<file path="src/rtl/pio_pkg.sv">
// Shared defaults and types for the PIO instruction fetch block.
package pio_pkg;

    localparam int unsigned PIO_DATA_W = 16;
    localparam int unsigned PIO_DEPTH  = 32;
    localparam int unsigned PIO_NUM_SM = 4;
    localparam int unsigned PIO_AW     = $clog2(PIO_DEPTH);

    typedef logic [PIO_AW-1:0] addr_t;

endpackage

</file>
<file path="src/rtl/pio_pc_ctrl.sv">
// Per-state-machine program counter: jump, stall, wrap and increment selection.
module pio_pc_ctrl #(
    parameter int unsigned AW = 5
) (
    input  logic          clk,
    input  logic          rst,
    input  logic          en,
    input  logic          stall,
    input  logic          jmp_valid,
    input  logic [AW-1:0] jmp_addr,
    input  logic [AW-1:0] wrap_bottom,
    input  logic [AW-1:0] wrap_top,
    output logic [AW-1:0] pc,
    output logic [AW-1:0] pc_next_c
);

    // Priority: disabled hold, jump (beats stall), stall hold, wrap, increment.
    // Increment wraps naturally at DEPTH because DEPTH == 2**AW.
    always_comb begin
        pc_next_c = pc;
        if (en) begin
            if (jmp_valid) begin
                pc_next_c = jmp_addr;
            end else if (stall) begin
                pc_next_c = pc;
            end else if (pc == wrap_top) begin
                pc_next_c = wrap_bottom;
            end else begin
                pc_next_c = pc + AW'(1);
            end
        end
    end

    always_ff @(posedge clk or posedge rst) begin
        if (rst) begin
            pc <= '0;
        end else begin
            pc <= pc_next_c;
        end
    end

endmodule

</file>
<file path="src/rtl/pio_instr_fetch.sv">
// Shared instruction store with one write port and per-SM registered fetch
// ports; a same-edge write to the fetched slot is forwarded to the fetch.
module pio_instr_fetch
    import pio_pkg::*;
#(
    parameter  int unsigned DATA_W = PIO_DATA_W,
    parameter  int unsigned DEPTH  = PIO_DEPTH,
    parameter  int unsigned NUM_SM = PIO_NUM_SM,
    localparam int unsigned AW     = $clog2(DEPTH)
) (
    input  logic                     clk,
    input  logic                     rst,
    input  logic                     wr_en,
    input  logic [AW-1:0]            wr_addr,
    input  logic [DATA_W-1:0]        wr_data,
    input  logic [NUM_SM-1:0]        sm_en,
    input  logic [NUM_SM-1:0]        sm_stall,
    input  logic [NUM_SM-1:0]        jmp_valid,
    input  logic [NUM_SM*AW-1:0]     jmp_addr,
    input  logic [NUM_SM*AW-1:0]     wrap_bottom,
    input  logic [NUM_SM*AW-1:0]     wrap_top,
    output logic [NUM_SM*AW-1:0]     pc,
    output logic [NUM_SM*DATA_W-1:0] instr,
    output logic [NUM_SM-1:0]        instr_valid
);

    logic [DATA_W-1:0] mem     [DEPTH];
    logic [AW-1:0]     pc_next [NUM_SM];

    for (genvar i = 0; i < NUM_SM; i++) begin : g_sm
        pio_pc_ctrl #(
            .AW(AW)
        ) u_pc_ctrl (
            .clk        (clk),
            .rst        (rst),
            .en         (sm_en[i]),
            .stall      (sm_stall[i]),
            .jmp_valid  (jmp_valid[i]),
            .jmp_addr   (jmp_addr[i*AW +: AW]),
            .wrap_bottom(wrap_bottom[i*AW +: AW]),
            .wrap_top   (wrap_top[i*AW +: AW]),
            .pc         (pc[i*AW +: AW]),
            .pc_next_c  (pc_next[i])
        );
    end

    // Instruction storage, cleared by reset.
    always_ff @(posedge clk or posedge rst) begin
        if (rst) begin
            for (int a = 0; a < int'(DEPTH); a++) begin
                mem[a] <= '0;
            end
        end else if (wr_en) begin
            mem[wr_addr] <= wr_data;
        end
    end

    // Fetch at pc_next so instr lines up with the registered pc; a stalled SM
    // re-reads its held slot, which makes a write to it visible next cycle.
    always_ff @(posedge clk or posedge rst) begin
        if (rst) begin
            instr       <= '0;
            instr_valid <= '0;
        end else begin
            instr_valid <= sm_en;
            for (int s = 0; s < int'(NUM_SM); s++) begin
                if (sm_en[s]) begin
                    if (wr_en && (wr_addr == pc_next[s])) begin
                        instr[s*DATA_W +: DATA_W] <= wr_data;
                    end else begin
                        instr[s*DATA_W +: DATA_W] <= mem[pc_next[s]];
                    end
                end
            end
        end
    end

endmodule

</file>
<file path="config.mk">
export PLATFORM = sky130hd
export DESIGN_NAME = pio_instr_fetch
export DESIGN_NICKNAME = d
export VERILOG_FILES = /design/src/rtl/pio_pkg.sv /design/src/rtl/pio_pc_ctrl.sv /design/src/rtl/pio_instr_fetch.sv
export SDC_FILE = /design/constraint.sdc
export NUM_CORES = 2
export LEC_CHECK = 0
export CAP_MARGIN = 0
export CORE_MARGIN = 2
export CORE_UTILIZATION = 30
export DETAILED_ROUTE_END_ITERATION = 7
export SETUP_SLACK_MARGIN = 0.5
export SYNTH_ARGS = -nofsm -noshare
export SYNTH_HDL_FRONTEND = slang
export SYNTH_HIERARCHICAL = 1
export SYNTH_SLANG_ARGS = --single-unit
</file>
<file path="constraint.sdc">
create_clock -name clk -period 36.2 [get_ports clk]
set_input_delay 7.24 -clock clk [delete_from_list [all_inputs] [get_ports clk]]
set_output_delay 7.24 -clock clk [all_outputs]
set_load 0.02 [all_outputs]
</file>
==> results.yml <==
critical_path:
  crit_required_ps: 36710
  crit_type: "input port to flop"
  start_kind: "input port"
  arrival_ps: 12350
  crit_fanout: 44
  cp-end-kind: "flop"
synth:
  syn_inst: 2847
  avgSynthCellArea_um2: 14.1
  synth-main-ff-cell: "dfrtp_1"
  syn_nets: 2947
  yosys-top-cells-area: "dfrtp_1 (37%), mux4_2 (27%), mux2_2 (15%)"
  synth_seq_cells: 600
  synth_top_area_share: 0.373
  synth_area_um2: 40200
  async_flop_share: 1.00
  synth_edf_count: 0
  yosys_warnings: 6
  synth_area_leader_cell: "dfrtp_1"
  synth.distinct_cells: 65
  ys_seq_area_frac: 0.373
grt:
  grt_pass1_wl_um: 235000
  grt-ovfl-total: 0
  grt_start_max_net_pins: 126
  grt_pass1_vias: 30349
  antenna_found_initial: 15
  grt_usage: 0.238
power:
  swShare: 0.365
  clockPowerShare: 0.264
  power_density_nw_per_um2: 61.3
  leakagePower_nw: 18.1
  p_total_mw: 2.83
  pwr-share-comb: 0.383
  p_seq_frac: 0.353
  net-switching-power_mw: 1.03
  p_int_mw: 1.80
  ir_drop_mv: 0.0301
placed_design:
  dp_slack_ps: 23800
  port_buffers: 183
  gp_congestion: 0.916
  dp_hpwl_um: 104000
floorplanning:
  fp.dieH_um: 370
  core_area_um2: 133000
  num_io_pins: 184
  die_w_um: 370
  std_cell_rows: 134
  start_util: 0.302
  die_area_um2: 137000
clock_network:
  postCtsHoldBufs: 0
  clk_pin_slew_ps: 60
  cts.repair.resized: 0
  cts_buffer_depth: 3
  cts_setup_buffers: 0
  cts_buffers: 70
  h-tree-depth: 3
  cts-root-buf: "clkbuf_16"
  cts.sinks: 600
  cts_tree: "built"
  clkLatencyLatePin_ps: 640
sta:
  min_period_over_period: 0.327
  drv_slew: 0
  fin_tns_setup_ps: 0
  rsz0062_at_grt: "no"
  max_freq_ghz: 0.0845
  finalSetupViolCount: 0
  worst_slack_ps: 24370
  min_period_ps: 11830
  finalHoldViolCount: 0
  fin_worst_skew_ps: 25.3
  worstMarginPinSlew_ps: 1360
  relSlewSlack: 0.0878
route:
  drc: 0
  routed_via_density: 6.39
  routed_wl_um: 165000
  wl_per_cell_um: 34.8
  num_vias: 30220
  drt-initial-drc-count: 3580
  antenna_left: 0
  firstDrtPassIters: 5
hold_path:
  hp-class: "flop to flop"
final_layout:
  nets: 3006
  syn2layout_area_growth_pct: 14.8
  drive_gt1_frac: 0.436
status:
  status: "finished, final reports clean"
job:
  maxCapViolCount: 0
==> area by class of cell <==
type                    count  area (µm²)
inverters                  16        67.6
repair buffers            280        2570
clock inverters            19         229
clock buffers             103        2140
flip-flops and latches    600       15000
well taps                1768        2210
diodes                      2        5.00
multi-input cells        1938       23900
fillers                 12856       87100
==> per-stage QoR <==
step	instances	util	cell area [µm²]	hold WS (ps)
finish	4726	0.346	46200	536
global route	4724	0.346	46200	572
CTS	4724	0.346	46200	539
detailed placement	4602	0.329	43800	525
global placement	4602	0.329	43800	515
floorplan	2847	-	40200	506
==> synthesized netlist by cell type (5+ instances only) <==
cell type	number
nor2_1	28
nor2b_1	55
buf_6	12
a211o_1	11
o22ai_1	34
a22o_1	29
inv_1	15
nor2_2	8
nand4_1	24
and2_1	26
and3_1	5
a221oi_1	28
nand2b_1	10
a32oi_1	20
nand3_1	66
buf_4	40
xor2_1	8
buf_1	15
clkbuf_1	115
mux2_1	20
o221ai_1	13
a221o_1	30
nor3_1	8
mux2_2	520
o21ai_0	21
o21ai_1	7
a21o_1	18
dfrtp_1	600
o211ai_1	31
buf_2	105
a211oi_1	42
nand2_1	59
mux2i_1	113
mux4_2	485
xnor2_1	44
nand3b_1	6
a21oi_1	48
a22oi_1	66
a31oi_1	15
==> power by group through the flow <==
stage               Sequential, mW  Combinational (mW)  Clock [mW]
CTS                          0.993                1.07       0.756
global placement             0.999                1.06           0
detailed placement            1.00                1.07           0
floorplan                    0.954               0.727           0
finish                       0.998                1.08       0.748
global route                  1.02                1.13       0.782
==> worst max-delay path, cell delays in order <==
cell and delay (ps):
clkdlybuf4s50_1 950, nor3b_4 500, nand4_1 240, nand3_4 530
buf_4 700, buf_4 760, mux4_2 590, mux2i_1 280
a211oi_1 120, a221o_1 350
==> state kept, by name (all words and copies together), names as in the netlist <==
signal	cells
g_sm.u_pc_ctrl/pc	20
instr	64
instr_valid	4
mem	512
==> worst paths after layout <==
kind                       slack [ps]  cells after the start                      end                     from
min in group asynchronous        7170                      2  g_sm[1].u_pc_ctrl/pc[3]                      rst
hold / removal                    540                      2                instr[43]                instr[43]
max in group asynchronous       26260                      4                 mem[406]                      rst
setup / recovery                24370                     10                 instr[8]                 sm_en[0]
hold reg to reg                   540                      2                instr[43]                instr[43]
setup reg to reg                31380                     11                instr[56]  g_sm[3].u_pc_ctrl/pc[0]
==> placed cells by master, fill, tap and decap left out, drive strengths merged, types with 48 or more instances in the layout <==
cell type and count:
nand2 59, a22oi 66, nor2b 55, nand3 70, a21oi 48, dfrtp 600, clkdlybuf4s50 183, mux2 540
mux4 487, clkbuf 103, mux2i 113, buf 97
==> cells by family (layout without fill, tap and decap cells) <==
group,after synthesis,in the layout,share of synthesized area
muxes,1140,1140,0.452
DFF,600,600,0.373
AOI/OAI and AO/OA,420,420,0.0774
and+or+nand+nor,322,322,0.0453
buffers and inverters,309,418,0.0390
xor gates and xnor gates,52,52,0.0113
adders and majority gates,4,4,0.00124
other,0,2,0
==> metal layers <==
metal	routed length (µm)	vias up	track usage
li1	-	11692	-
met1	60300	15995	0.296
met2	73400	1952	0.360
met3	18600	559	0.0730
met4	12200	22	0.154
met5	141	-	0
No activity file was read; power rests on OpenSTA's default activity.
==> RTL edit 1: new RTL, same settings <==
The package constant `PIO_NUM_SM` goes from 4 to 2.
--- a/src/rtl/pio_pkg.sv
+++ b/src/rtl/pio_pkg.sv
@@ -4,5 +4,5 @@
     localparam int unsigned PIO_DATA_W = 16;
     localparam int unsigned PIO_DEPTH  = 32;
-    localparam int unsigned PIO_NUM_SM = 4;
+    localparam int unsigned PIO_NUM_SM = 2;
     localparam int unsigned PIO_AW     = $clog2(PIO_DEPTH);
 
Interface: changed (9 resized); port bits go from 184 to 104. No check against the original RTL was run, so the function may have changed too.
==> RTL edit 1 against the unedited design <==
  * Final cell count fell by 26%
  * First-iteration DRC count fell by 47%
  * Synthesized area fell by 25%
  * Maximum frequency fell by 0.63%
  * Wire length fell by 40%
  * Sequential cell count fell by 44
  * Sequential power fell by 15%
  * Sequential share of layout area rose by 8.1 points
  * Worst setup slack got worse by 75 ps
  * Synthesized cell count fell by 24%
  * Power fell by 27%
  * Cell area fell by 26%
==> RTL edit 1: results (changes against the unedited design) <==
final_layout:
  signal_buffers: 162  # was 280
  inv_count: 8  # was 16
  reg_top3: "mem x512, instr x32, g_sm.u_pc_ctrl/pc x10"  # was mem x512, instr x64, g_sm.u_pc_ctrl/pc x20
  nFillCells: 9538  # was 12,900
  bufAreaShareNonClock_pct: 4.28  # was 5.57%
  drive_gt1_share_pct: 41.6  # was 43.6%
placement:
  detailed_place.area_um2: 32400  # was 43,800 µm²
  io_buffers: 103  # was 183
route:
  vias_per_cell: 5.84  # was 6.39
  wl_met3_mm: 8.82  # was 18.6 mm
  wl_per_cell_um: 27.8  # was 34.8 µm
critical_path:
  slowest_delay_ps: 870  # was 950 ps
  crit_fanout: 55  # was 44
  r2r-start: "g_sm[0].u_pc_ctrl/pc[1]"  # was g_sm[3].u_pc_ctrl/pc[0]
  slowest_stage: "buf_4"  # was clkdlybuf4s50_1
synth:
  ys_seq_elements: 556  # was 600
  synthesis.nets: 2225  # was 2,947
  seq_area_frac_synth_pct: 46.3  # was 37.3%
global_routing:
  grt_pass1_vias: 21300  # was 30,300
  grt_pass1_wl_mm: 146  # was 235 mm
hold_path:
  hold-path-endpoint: "mem[329]"  # was instr[43]
  worstHoldStart: "mem[329]"  # was instr[43]
timing:
  finClkSkew_ps: 28.2  # was 25.3 ps
  max_slew_margin_pct: 4.46  # was 8.78%
power:
  powerSeq_mw: 0.853  # was 0.998 mW
  combPwrFrac_pct: 29.8  # was 38.3%
clocking:
  cts_buffers: 58  # was 70
run_status:
  status: "completed"  # unchanged
RTL edit 1: cell count changes after synthesis, sizes merged, moves of 28 or more:
cell / delta
dfrtp: -44
nor2b: -28
mux2i: +69
a22oi: -39
nand2: -32
nand3: -46
mux2: +32
xnor2: -28
mux4: -328
buf: -93
RTL edit 1: how the worst max path moves through the flow:
stage	from	endpoint	slack, ps	cells past startpoint
2_1_floorplan	rst	instr[0]	13700	1
3_3_place_gp	sm_en[0]	instr[1]	23750	11
3_5_place_dp	sm_en[0]	instr[1]	23680	11
4_1_cts	sm_en[0]	instr[1]	24370	11
5_1_grt	sm_en[0]	instr[2]	24110	11
6_report	sm_en[0]	instr[2]	24290	11
RTL edit 1: cell families (layout without fill, tap and decap cells):
logic type | count (synthesis) | in the layout | share of synthesized area [%]
mux | 913 | 913 | 39.4
buf+inv | 218 | 275 | 3.27
xor+xnor | 26 | 26 | 0.757
compound gates | 272 | 272 | 6.85
flops | 556 | 556 | 46.3
simple gates | 176 | 176 | 3.32
fa+ha+maj | 2 | 2 | 0.0832
other cells | 0 | 2 | 0
RTL edit 1: through the flow:
step | power, mW | setup slack, ps | hold WS [ps] | util (%)
2_1_floorplan | 1.26 | 13700 | 488 | -
4_1_cts | 2.08 | 24370 | 523 | 34.4
3_3_place_gp | 1.45 | 23750 | 500 | 32.5
3_5_place_dp | 1.47 | 23680 | 509 | 32.5
6_report | 2.07 | 24290 | 523 | 34.4
5_1_grt | 2.16 | 24110 | 535 | 34.4
RTL edit 1: routing by layer:
| metal | vias to the layer above | track usage [%] |
|---|---|---|
| met5 | - | 0 |
| met4 | 2 | 5.76 |
| met3 | 170 | 4.38 |
| met2 | 924 | 29.0 |
| met1 | 11100 | 26.4 |
| li1 | 8391 | - |
==> RTL edit 2: new RTL, same settings <==
Made on the original files. Reset style: synchronous (`rst`), changed in 3 clocked blocks.
--- a/src/rtl/pio_pc_ctrl.sv
+++ b/src/rtl/pio_pc_ctrl.sv
@@ -32,5 +32,5 @@
     end
 
-    always_ff @(posedge clk or posedge rst) begin
+    always_ff @(posedge clk) begin
         if (rst) begin
             pc <= '0;
--- a/src/rtl/pio_instr_fetch.sv
+++ b/src/rtl/pio_instr_fetch.sv
@@ -46,5 +46,5 @@
 
     // Instruction storage, cleared by reset.
-    always_ff @(posedge clk or posedge rst) begin
+    always_ff @(posedge clk) begin
         if (rst) begin
             for (int a = 0; a < int'(DEPTH); a++) begin
@@ -58,5 +58,5 @@
     // Fetch at pc_next so instr lines up with the registered pc; a stalled SM
     // re-reads its held slot, which makes a write to it visible next cycle.
-    always_ff @(posedge clk or posedge rst) begin
+    always_ff @(posedge clk) begin
         if (rst) begin
             instr       <= '0;
Function: not settled (the Yosys comparison gave no result); the edit may change what the design does.
==> RTL edit 2 against the unedited design <==
  * The run now ends with max-capacitance violations, max-slew violations left
  * Worst setup slack got worse by 150 ps
  * Sequential cell count is the same
  * Via count rose by 5.6%
  * Synthesized area is 2.9% higher
  * Wire length grew 6.7%
  * Sequential power down 15%
  * Largest power group is now registers
  * Non-clock buffer count is 8 lower
  * Power is 23% lower
  * Cell area up 0.82%
==> RTL edit 2: results (changes against the unedited design) <==
critical_path:
  critPathTopFamily: "simple AND/OR/NAND/NOR gates"  # was buffers and inverters
  slowest_delay_ps: 700  # was 950 ps
  rrSetupSlack_ps: 30810  # was 31,380 ps
  crit_fanout: 38  # was 44
  worstPathArrival_ps: 12550  # was 12,350 ps
  slowest_stage: "nand3_1"  # was clkdlybuf4s50_1
timing:
  drv_slew: 2  # was 0
  max_slew_margin_pct: -2.30  # was 8.78%
  finClkSkew_ps: 49.1  # was 25.3 ps
power:
  power.leakage_nw: 15.0  # was 18.1 nW
  ir_drop_mv: 0.0332  # was 0.0301 mV
final_layout:
  antenna_cells: 0  # was 2
  reg_top3: "mem x512, instr x64, g_sm.u_pc_ctrl/pc x20"  # unchanged
  nFillCells: 13400  # was 12,900
  layout.nets: 3208  # was 3,006
  drive_gt1_share_pct: 25.2  # was 43.6%
placement:
  gp_congestion: 1.05  # was 0.916
  detailed_place.area_um2: 44300  # was 43,800 µm²
  dp_hpwl_mm: 121  # was 104 mm
clocking:
  clk_pin_slew_ps: 60  # about the same
  cts_resized: 0  # unchanged
  cts_buffers: 70  # unchanged
  clk_latency_ps: 660  # was 640 ps
route:
  drtIter0Drc: 5267  # was 3,580
  drtPass1Iterations: 6  # was 5
  routed_wirelength_mm: 176  # was 165 mm
  vias_per_cell: 6.44  # was 6.39
global_routing:
  use_met1_pct: 31.2  # was 29.6%
  grt_max_degree: 125  # was 126
  grt_pass1_vias: 29700  # was 30,300
  grt_pass1_wl_mm: 245  # was 235 mm
  grt_use_met3_pct: 7.12  # was 7.30%
  grt.total_usage_pct: 24.3  # was 23.8%
  grt_use_met2_pct: 36.6  # was 36.0%
  antenna_found_initial: 9  # was 15
synth:
  seq_area_frac_synth_pct: 41.4  # was 37.3%
  synth_top_area_cell: "edfxtp_1"  # was dfrtp_1
  yosys.area_share.xor_xnor_pct: 1.19  # was 1.13%
  synth_edf_count: 512  # was 0
  synthAdderAreaFrac_pct: 0.121  # was 0.124%
  synth_cell_type_count: 83  # was 65
  synth_common_cells: "edfxtp_1 (512), mux4_2 (442), and2_1 (423)"  # was dfrtp_1 (600), mux2_2 (520), mux4_2 (485)
  muxShareOfSynthArea_pct: 29.9  # was 45.2%
  synthTopCellsByArea: "edfxtp_1 (37%), mux4_2 (24%), and2_1 (6.4%), dfxtp_1 (4.3%), mux4_1 (2.9%)"  # was dfrtp_1 (37%), mux4_2 (27%), mux2_2 (15%), mux2i_1 (2.8%), buf_2 (1.3%)
  async_flop_share_pct: 0  # was 100%
  synth-compound-area-share_pct: 7.65  # was 7.74%
run_status:
  violations: "max-capacitance violations, max-slew violations"
  status: "finished with violations"  # was completed
run:
  cap_violations: 1  # was 0
## RTL edit 2: changes by cell type after synthesis, sizes merged, moves of 60 or more
cell	before	now
nor3	9	125
and2	26	428
nand2	59	150
dfrtp	600	0
o22ai	34	108
dfxtp	0	88
edfxtp	0	512
nor2	36	96
mux2	540	33
## RTL edit 2: path summary, 6_finish.rpt
check / start / end / cells past startpoint
max: wrap_top[8] / instr[20] / 12
min: instr[45] / instr[45] / 2
max reg2reg: g_sm[1].u_pc_ctrl/pc[1] / instr[20] / 11
min reg2reg: instr[45] / instr[45] / 2
## RTL edit 2: area by class of cell
cell class / instances / area share, %
clock buffers: 84 / 4.03
flip-flops and latches: 600 / 36.8
well taps: 1794 / 4.82
clock inverters: 39 / 0.763
repair buffers: 272 / 5.40
inverters: 16 / 0.129
multi-input cells: 2148 / 48.0
## RTL edit 2: through the flow
stage | hold slack (ps) | std cells | setup WS, ps | power, mW | utilization [%]
after floorplan | 545 | 3110 | 26370 | 1.22 | -
after global placement | 469 | 4830 | 23750 | 1.44 | 32.3
after detailed placement | 475 | 4830 | 23730 | 1.44 | 32.3
after CTS | 483 | 4953 | 24410 | 2.15 | 33.9
after global routing | 506 | 4953 | 23920 | 2.21 | 33.9
final | 479 | 4953 | 24220 | 2.17 | 33.9
## RTL edit 2: power breakdown
part	switching, mW	total, mW	internal (mW)
Sequential	0.0574	0.852	0.795
Clock	0.319	0.721	0.402
Combinational	0.356	0.601	0.245
Total	0.733	2.17	1.44
## RTL edit 2: routing by layer
metal	up-vias	part of all wire, %	wire, µm
li1	12400	-	-
met1	16300	36	63700
met2	2717	44	76700
met3	490	13	23100
met4	8	7.0	12300
met5	-	0.030	52
